**src/rtl/dcache_writeback_unit.sv**
```systemverilog
// dcache_writeback_unit: reads one dirty victim line from the data store
// and streams it toward memory as MEM_WIDTH-wide write beats.
module dcache_writeback_unit #(
    parameter  int DATA_WIDTH = 128,
    parameter  int NUM_WORDS  = 256,
    parameter  int TAG_WIDTH  = 20,
    parameter  int MEM_WIDTH  = 32,
    localparam int INDEX_W    = $clog2(NUM_WORDS)
) (
    input  logic                    clk_i,
    input  logic                    rst_ni,
    input  logic                    wb_req_i,
    output logic                    wb_ready_o,
    input  logic [INDEX_W-1:0]      wb_index_i,
    input  logic [TAG_WIDTH-1:0]    wb_tag_i,
    output logic                    wb_done_o,
    output logic                    ds_en_o,
    input  logic                    ds_gnt_i,
    output logic                    ds_we_o,
    output logic [DATA_WIDTH/8-1:0] ds_be_o,
    output logic [INDEX_W-1:0]      ds_addr_o,
    input  logic [DATA_WIDTH-1:0]   ds_rdata_i,
    output logic                    mem_valid_o,
    input  logic                    mem_ready_i,
    output logic [31:0]             mem_addr_o,
    output logic [MEM_WIDTH-1:0]    mem_wdata_o,
    output logic [MEM_WIDTH/8-1:0]  mem_be_o,
    output logic                    mem_last_o
);

    localparam int NBEATS = DATA_WIDTH / MEM_WIDTH;
    localparam int BEAT_W = $clog2(NBEATS);
    localparam int BOFS_W = $clog2(MEM_WIDTH / 8);
    localparam logic [BEAT_W-1:0] LAST_BEAT = BEAT_W'(NBEATS - 1);

    typedef enum logic [2:0] {
        IDLE,
        READ,
        CAPTURE,
        SEND,
        DONE
    } state_e;

    state_e                  state_q, state_d;
    logic [INDEX_W-1:0]      index_q, index_d;
    logic [TAG_WIDTH-1:0]    tag_q, tag_d;
    logic [BEAT_W-1:0]       beat_q, beat_d;
    logic [DATA_WIDTH-1:0]   line_q, line_d;
    logic                    wb_ready_q, wb_ready_d;
    logic                    wb_done_q, wb_done_d;
    logic                    ds_en_q, ds_en_d;
    logic                    mem_valid_q, mem_valid_d;
    logic                    mem_last_q, mem_last_d;

    logic [NBEATS-1:0][MEM_WIDTH-1:0] line_beats;

    always_comb begin
        state_d = state_q;
        index_d = index_q;
        tag_d   = tag_q;
        beat_d  = beat_q;
        line_d  = line_q;
        unique case (state_q)
            IDLE: begin
                if (wb_req_i) begin
                    index_d = wb_index_i;
                    tag_d   = wb_tag_i;
                    state_d = READ;
                end
            end
            READ: begin
                if (ds_gnt_i) begin
                    state_d = CAPTURE;
                end
            end
            CAPTURE: begin
                // SRAM data arrives one cycle after the granted read
                line_d  = ds_rdata_i;
                state_d = SEND;
            end
            SEND: begin
                if (mem_ready_i) begin
                    if (beat_q == LAST_BEAT) begin
                        beat_d  = '0;
                        state_d = DONE;
                    end else begin
                        beat_d = beat_q + 1'b1;
                    end
                end
            end
            DONE: begin
                state_d = IDLE;
            end
            default: begin
                state_d = IDLE;
            end
        endcase

        // Outputs decoded from the next state so they leave a flop
        wb_ready_d  = (state_d == IDLE);
        ds_en_d     = (state_d == READ);
        mem_valid_d = (state_d == SEND);
        mem_last_d  = (state_d == SEND) && (beat_d == LAST_BEAT);
        wb_done_d   = (state_d == DONE);
    end

    always_ff @(posedge clk_i) begin
        if (!rst_ni) begin
            state_q     <= IDLE;
            index_q     <= '0;
            tag_q       <= '0;
            beat_q      <= '0;
            line_q      <= '0;
            wb_ready_q  <= 1'b1;
            wb_done_q   <= 1'b0;
            ds_en_q     <= 1'b0;
            mem_valid_q <= 1'b0;
            mem_last_q  <= 1'b0;
        end else begin
            state_q     <= state_d;
            index_q     <= index_d;
            tag_q       <= tag_d;
            beat_q      <= beat_d;
            line_q      <= line_d;
            wb_ready_q  <= wb_ready_d;
            wb_done_q   <= wb_done_d;
            ds_en_q     <= ds_en_d;
            mem_valid_q <= mem_valid_d;
            mem_last_q  <= mem_last_d;
        end
    end

    assign line_beats  = line_q;

    assign wb_ready_o  = wb_ready_q;
    assign wb_done_o   = wb_done_q;
    assign ds_en_o     = ds_en_q;
    assign ds_we_o     = 1'b0;
    assign ds_be_o     = '0;
    assign ds_addr_o   = index_q;
    assign mem_valid_o = mem_valid_q;
    assign mem_last_o  = mem_last_q;
    assign mem_addr_o  = {tag_q, index_q, beat_q, {BOFS_W{1'b0}}};
    assign mem_wdata_o = line_beats[beat_q];
    assign mem_be_o    = {(MEM_WIDTH/8){mem_valid_q}};

endmodule
```
**config.mk**
```make
export PLATFORM = sky130hd
export DESIGN_NAME = dcache_writeback_unit
export DESIGN_NICKNAME = d
export VERILOG_FILES = /design/src/rtl/dcache_writeback_unit.sv
export SDC_FILE = /design/constraint.sdc
export NUM_CORES = 1
export LEC_CHECK = 0
export ABC_AREA = 1
export BUFFER_PORTS_ARGS = -buffer_cell sky130_fd_sc_hd__buf_2
export CORE_UTILIZATION = 45
export CTS_CLUSTER_DIAMETER = 200
export DETAILED_ROUTE_END_ITERATION = 12
export PLACE_DENSITY_LB_ADDON = 0.12
export SLEW_MARGIN = 20
export SYNTH_ARGS = -nofsm -noshare
export SYNTH_HDL_FRONTEND = slang
export SYNTH_SLANG_ARGS = --single-unit
export TNS_END_PERCENT = 10
```
**constraint.sdc**
```tcl
create_clock -name clk_i -period 1.3 [get_ports clk_i]
set_input_delay 0.26 -clock clk_i [delete_from_list [all_inputs] [get_ports clk_i]]
set_output_delay 0.26 -clock clk_i [all_outputs]
set_load 0.01 [all_outputs]
```
==> flow_summary.yaml, run 1 <==
die:
  die_area_um2: 16200
  initial_core_util_pct: 46.2
  ios: 259
  core_area_um2: 15300
  rows: 45
  die_w_um: 127
  die_h_um: 127
logic_synthesis:
  synth_compound_area_share_pct: 18.7
  avgSynthCellArea_um2: 7.39
  netlist_area_um2: 7050
  synth_top_cell_area_share_pct: 47.1
  synth_edf_count: 0
  synth_xor_area_share_pct: 0
  seq_area_frac_synth_pct: 47.1
  yosysUniqueCellTypes: 19
  synthTopCellsByCount: "dfxtp_1 (166), nand2_1 (165), nand3_1 (161), a21oi_1 (157), nor2_1 (71)"
  synth_mux_area_share_pct: 0
  syn-instance-count: 954
  ys_ff_latch: 166
  synth_top_area_cell: "dfxtp_1"
  synthSimpleGateAreaFrac_pct: 24.4
  synth_top_family_by_area: "simple AND/OR/NAND/NOR gates"
  synth-main-ff-cell: "dfxtp_1"
  synth.area.top_cells: "dfxtp_1 (47%), nand3_1 (11%), a21oi_1 (11%), nand2_1 (8.8%), o21ai_0 (4.6%)"
  synth_most_common_cell: "dfxtp_1"
  async_flop_share_pct: 0
  synthAdderAreaFrac_pct: 0.177
  yosys_warnings: 0
global_routing:
  first_global_vias: 6461
  grt_first_pass_wirelength_um: 31800
  gr-total-overflow: 0
  gr-usage-all-layers_pct: 24.7
  antenna_found_initial: 4
  grt_max_degree: 65
power:
  cellLeakagePower_nw: 3.98
  clkPwrFrac_pct: 42.3
  cell_internal_pwr_w: 0.00931
  power_frac_comb_pct: 13.7
  powerDensity_nw_per_um2: 1320
  p_switching_w: 0.00313
  pwr-share-seq_pct: 44.0
  p_sw_share_pct: 25.2
  ir_drop_mv: 0.959
final_layout:
  drive_above_1_share_pct: 31.9
  syn_to_final_growth_pct: 34.2
  fin_util_pct: 62.0
  nNetsFinal: 1314
  nFillCells: 1423
sta:
  slew_violations: 0
  clock-skew-final_ns: 0.00494
  worst_slack_ns: -0.478
  fmax_mhz: 563
  tns_ns: -14.43
  setup_viol: 44
  rsz0062_at_grt: "true"
  final-hold-violation-count: 0
  fin_crit_ns: 1.78
  period_share_pct: 137
cts:
  clk_latency_ns: 0.42
  cts-root-buf: "clkbuf_16"
  cts_sinks: 166
  cts_hold_buf: 0
  clk_pin_slew_ns: 0.06
  cts.path.max_buffers: 2
  cts_made_buffers: 17
  htreeDepth: 4
  cts_tree: "yes"
place:
  port_buffers: 239
  dp_hpwl_um: 13200
  gp_congestion: 0.790
drt:
  via_per_inst: 5.20
  drtAntennaViolNets: 0
  route.detailed.drc: 0
  dr.pass1.iters: 4
  avgRoutedWirePerCell_um: 14.6
  vias: 7160
  wl_um: 20100
  drt-initial-drc-count: 441
flow_run:
  cap_violations: 0
worst_setup_path:
  required_ns: 1.04
  crit_type: "reg2out"
  critical_path_arrival_ns: 1.52
  crit_path_start: "beat_q[0]"
  endpoint_kind: "output port"
  start_kind: "flip-flop"
  r2r_slack_ns: -0.04
  r2r-start: "state_q[1]"
  r2r_cells: 5
  rr_endpoint: "line_beats[13]"
  cp_max_fo: 8
run_status:
  failed_checks: "negative setup slack"
  status: "finished, violations left"
min_path:
  worstHoldPathType: "in2reg"
  min_from: "wb_index_i[0]"
  holdPathEnd: "ds_addr_o[0]"
  hold_path_depth: 3
[worst max-delay path by stage]
stage / endpoint / slack (ns) / depth (start not counted)
finish: mem_wdata_o[31] / -0.48 / 5
global route: mem_wdata_o[13] / -0.54 / 5
CTS: mem_wdata_o[13] / -0.49 / 5
detailed placement: mem_wdata_o[23] / -0.08 / 4
global placement: mem_wdata_o[4] / -0.07 / 5
floorplan: mem_wdata_o[1] / -0.005 / 5
[metal layers]
| metal | GRT usage [%] | up-vias | share of wire (%) |
|---|---|---|---|
| met5 | 0 | - | 0.065 |
| met4 | 8.05 | 2 | 1.2 |
| met3 | 7.04 | 18 | 7.1 |
| met2 | 39.9 | 243 | 47 |
| met1 | 31.9 | 3293 | 44 |
| li1 | - | 3604 | - |
[through the flow]
step                setup WS (ns)  instance area (µm²)  hold slack [ns]  power, W  cells
floorplan                -0.00456                 7260            0.340   0.00660    972
global placement          -0.0735                 8540            0.445   0.00722   1339
detailed placement        -0.0824                 8540            0.450   0.00723   1339
CTS                        -0.485                 9270           0.0828    0.0125   1373
global route               -0.545                 9460           0.0929    0.0129   1377
finish                     -0.478                 9460            0.100    0.0124   1377
[state kept, by name, indices dropped and copies added (netlist names)]
register and cells:
line_beats 128, tag_q 20, ds_addr_o 8, state_q 3, beat_q 2, ds_en_o 1
mem_last_o 1, mem_valid_o 1, wb_done_o 1, wb_ready_o 1
[critical path, stage by stage (launching register included)]
cell	delay, ns
dfxtp_4	0.39
buf_12	0.16
buf_6	0.12
o21ai_0	0.08
o22ai_1	0.18
buf_2	0.16
[kinds of logic after synthesis]
| family | Yosys count |
|---|---|
| fa+ha+maj | 1 |
| flops | 166 |
| simple gates | 401 |
| buf+inv | 129 |
| other cells | 1 |
| compound gates | 256 |
[area by class of cell]
cell class / instances / area [µm²] / area share (%)
diodes: 1 / 2.50 / 0.0265
clock buffers: 25 / 505 / 5.34
clock inverters: 7 / 116 / 1.23
inverters: 10 / 47.5 / 0.503
multi-input cells: 677 / 3400 / 35.9
flip-flops and latches: 166 / 3330 / 35.2
well taps: 211 / 264 / 2.79
repair buffers: 280 / 1790 / 19.0
[power by group through the flow]
stage | registers (W) | logic (W) | clock network [W]
2_1_floorplan | 0.00558 | 0.00101 | 0
3_3_place_gp | 0.00558 | 0.00164 | 0
3_5_place_dp | 0.00558 | 0.00166 | 0
4_1_cts | 0.00547 | 0.00168 | 0.00534
5_1_grt | 0.00550 | 0.00189 | 0.00554
6_report | 0.00547 | 0.00170 | 0.00526
[placed cells by master (no fill, tap or decap), drive strengths merged, types with 19 or more instances in the layout]
master    n
conb     19
a21oi   157
nand2   165
nand3   161
dfxtp   166
clkbuf   27
o22ai    32
o21ai    67
nor2     72
buf     278
[repair_timing]
| action | CTS | global route |
|---|---|---|
| gates resized for setup | 45 | 46 |
| setup endpoints to repair | 99 | 161 |
| gates cloned | 1 | 2 |
| buffers inserted | 1 | 1 |
| pin swaps | 5 | 15 |
| hold endpoints to repair | 0 | 0 |
Power figures use the tool's default switching activity.
==> inputs of run 2 (changes only) <==
- RECOVER_POWER: unset -> 100
==> run 2 against run 1 <==
The run still ends with negative setup slack left. Critical path depth did not move. Clock skew about the same. Worst hold slack worse by 0.00077 ns. Via count about the same. Critical path type unchanged.
==> flow_summary.yaml, run 2 (synthesis gave the netlist of run 1 again) <==
place:
  gp_congestion: 0.790
  dp_hpwl_um: 13200
  place_ws_ns: -0.0824
  port_buffers: 239
  placed_cell_area_um2: 8540
worst_setup_path:
  start_kind: "flip-flop"
  crit_type: "reg2out"
  endpoint_kind: "output port"
  required_ns: 1.04
  critical_path_arrival_ns: 1.52
  cp_max_fo: 8
final_layout:
  drive_above_1_share_pct: 28.7
  mostFrequentLayoutCell: "buf_2"
  syn_to_final_growth_pct: 33.3
  design_area_um2: 9400
  final_cell_mix: "buf_2 (193), nand2_1 (163), dfxtp_1 (161)"
  nNetsFinal: 1314
  largest_register_ffs: 128
drt:
  route.detailed.drc: 0
  drtAntennaViolNets: 0
  vias: 7167
  wl_um: 20100
  dr.pass1.iters: 4
  avgRoutedWirePerCell_um: 14.6
  drt-initial-drc-count: 410
  via_per_inst: 5.20
global_routing:
  grt_max_degree: 65
  gr-usage-all-layers_pct: 24.7
  busiest_layer: "met2"
  gr-total-overflow: 0
  use_met2_pct: 39.9
  antenna_found_initial: 4
  use_met1_pct: 31.9
  first_global_vias: 6461
  met3_usage_pct: 7.04
  grt_first_pass_wirelength_um: 31800
sta:
  rsz0062_at_grt: "true"
  period_share_pct: 137
  clock-skew-final_ns: 0.00498
  final-hold-violation-count: 0
  setup_viol: 79
  worst_slack_ns: -0.476
  fin_crit_ns: 1.78
  slew_violations: 0
  fmax_mhz: 563
die:
  rows: 45
  die_w_um: 127
  ios: 259
  die_area_um2: 16200
  initial_core_util_pct: 46.2
  core_area_um2: 15300
  die_h_um: 127
cts:
  clk_pin_slew_ns: 0.06
  cts_sinks: 166
  cts_made_buffers: 17
  clk_latency_ns: 0.42
  cts-root-buf: "clkbuf_16"
  cts.path.max_buffers: 2
  cts_hold_buf: 0
  cts_tree: "yes"
  htreeDepth: 4
run_status:
  failed_checks: "negative setup slack"
  status: "finished, violations left"
power:
  ir_drop_mv: 0.958
  powerDensity_nw_per_um2: 1320
  p_total_w: 0.0124
  cellLeakagePower_nw: 3.82
min_path:
  worstHoldPathType: "in2reg"
flow_run:
  cap_violations: 0
run 2: changes by cell type in the layout (fill, tap and decap cells not counted), sizes merged:
cell,change
buf,-48
clkbuf,+48
run 2: routing by layer:
metal  part of all wire [%]  vias to the layer above
li1                       -                     3600
met1                     45                     3313
met2                     47                      231
met3                    6.6                       21
met4                    1.4                        2
met5                  0.065                        -
run 2: worst paths after layout:
check / from / endpoint / slack (ns) / cells past startpoint
max: beat_q[0] / mem_wdata_o[6] / -0.48 / 5
min reg2reg: line_beats[45] / line_beats[45] / 0.46 / 2
min: wb_index_i[0] / ds_addr_o[0] / 0.1 / 3
max reg2reg: beat_q[1] / ds_en_o / -0.04 / 7
run 2: through the flow:
| step | TNS (ns) | utilization, % | std cells | hold slack (ns) |
|---|---|---|---|---|
| floorplan | -0.0410 | - | 972 | 0.340 |
| global placement | -1.21 | 56.0 | 1339 | 0.445 |
| CTS | -14.85 | 60.8 | 1373 | 0.0828 |
| global route | -26.93 | 61.6 | 1377 | 0.0929 |
| finish | -14.90 | 61.6 | 1377 | 0.0996 |
| detailed placement | -1.54 | 56.0 | 1339 | 0.450 |
run 2: layout make-up:
cell class / count / area, µm²
well taps: 211 / 264
clock buffers: 25 / 505
inverters: 10 / 47.5
fillers: 1453 / 5860
flip-flops and latches: 166 / 3330
diodes: 1 / 2.50
clock inverters: 7 / 116
repair buffers: 280 / 1740
multi-input cells: 677 / 3390
run 2: worst max-delay path: stages, from the launching register on:
cell	delay, ns
dfxtp_4	0.39
buf_12	0.16
buf_12	0.13
o21ai_1	0.05
o22ai_1	0.19
buf_2	0.16
run 2: where the power goes:
group / switching (W) / internal, W
sequential: 0.000140 / 0.00534
combinational: 0.00101 / 0.000670
clock: 0.00198 / 0.00328
run 2: what timing repair did:
item / CTS / global route
pin swaps: 5 / 15
endpoints found under the hold margin: 0 / 0
resized for setup: 45 / 46
cloned: 1 / 2
setup buffers: 1 / 1
endpoints found under the setup margin: 99 / 161
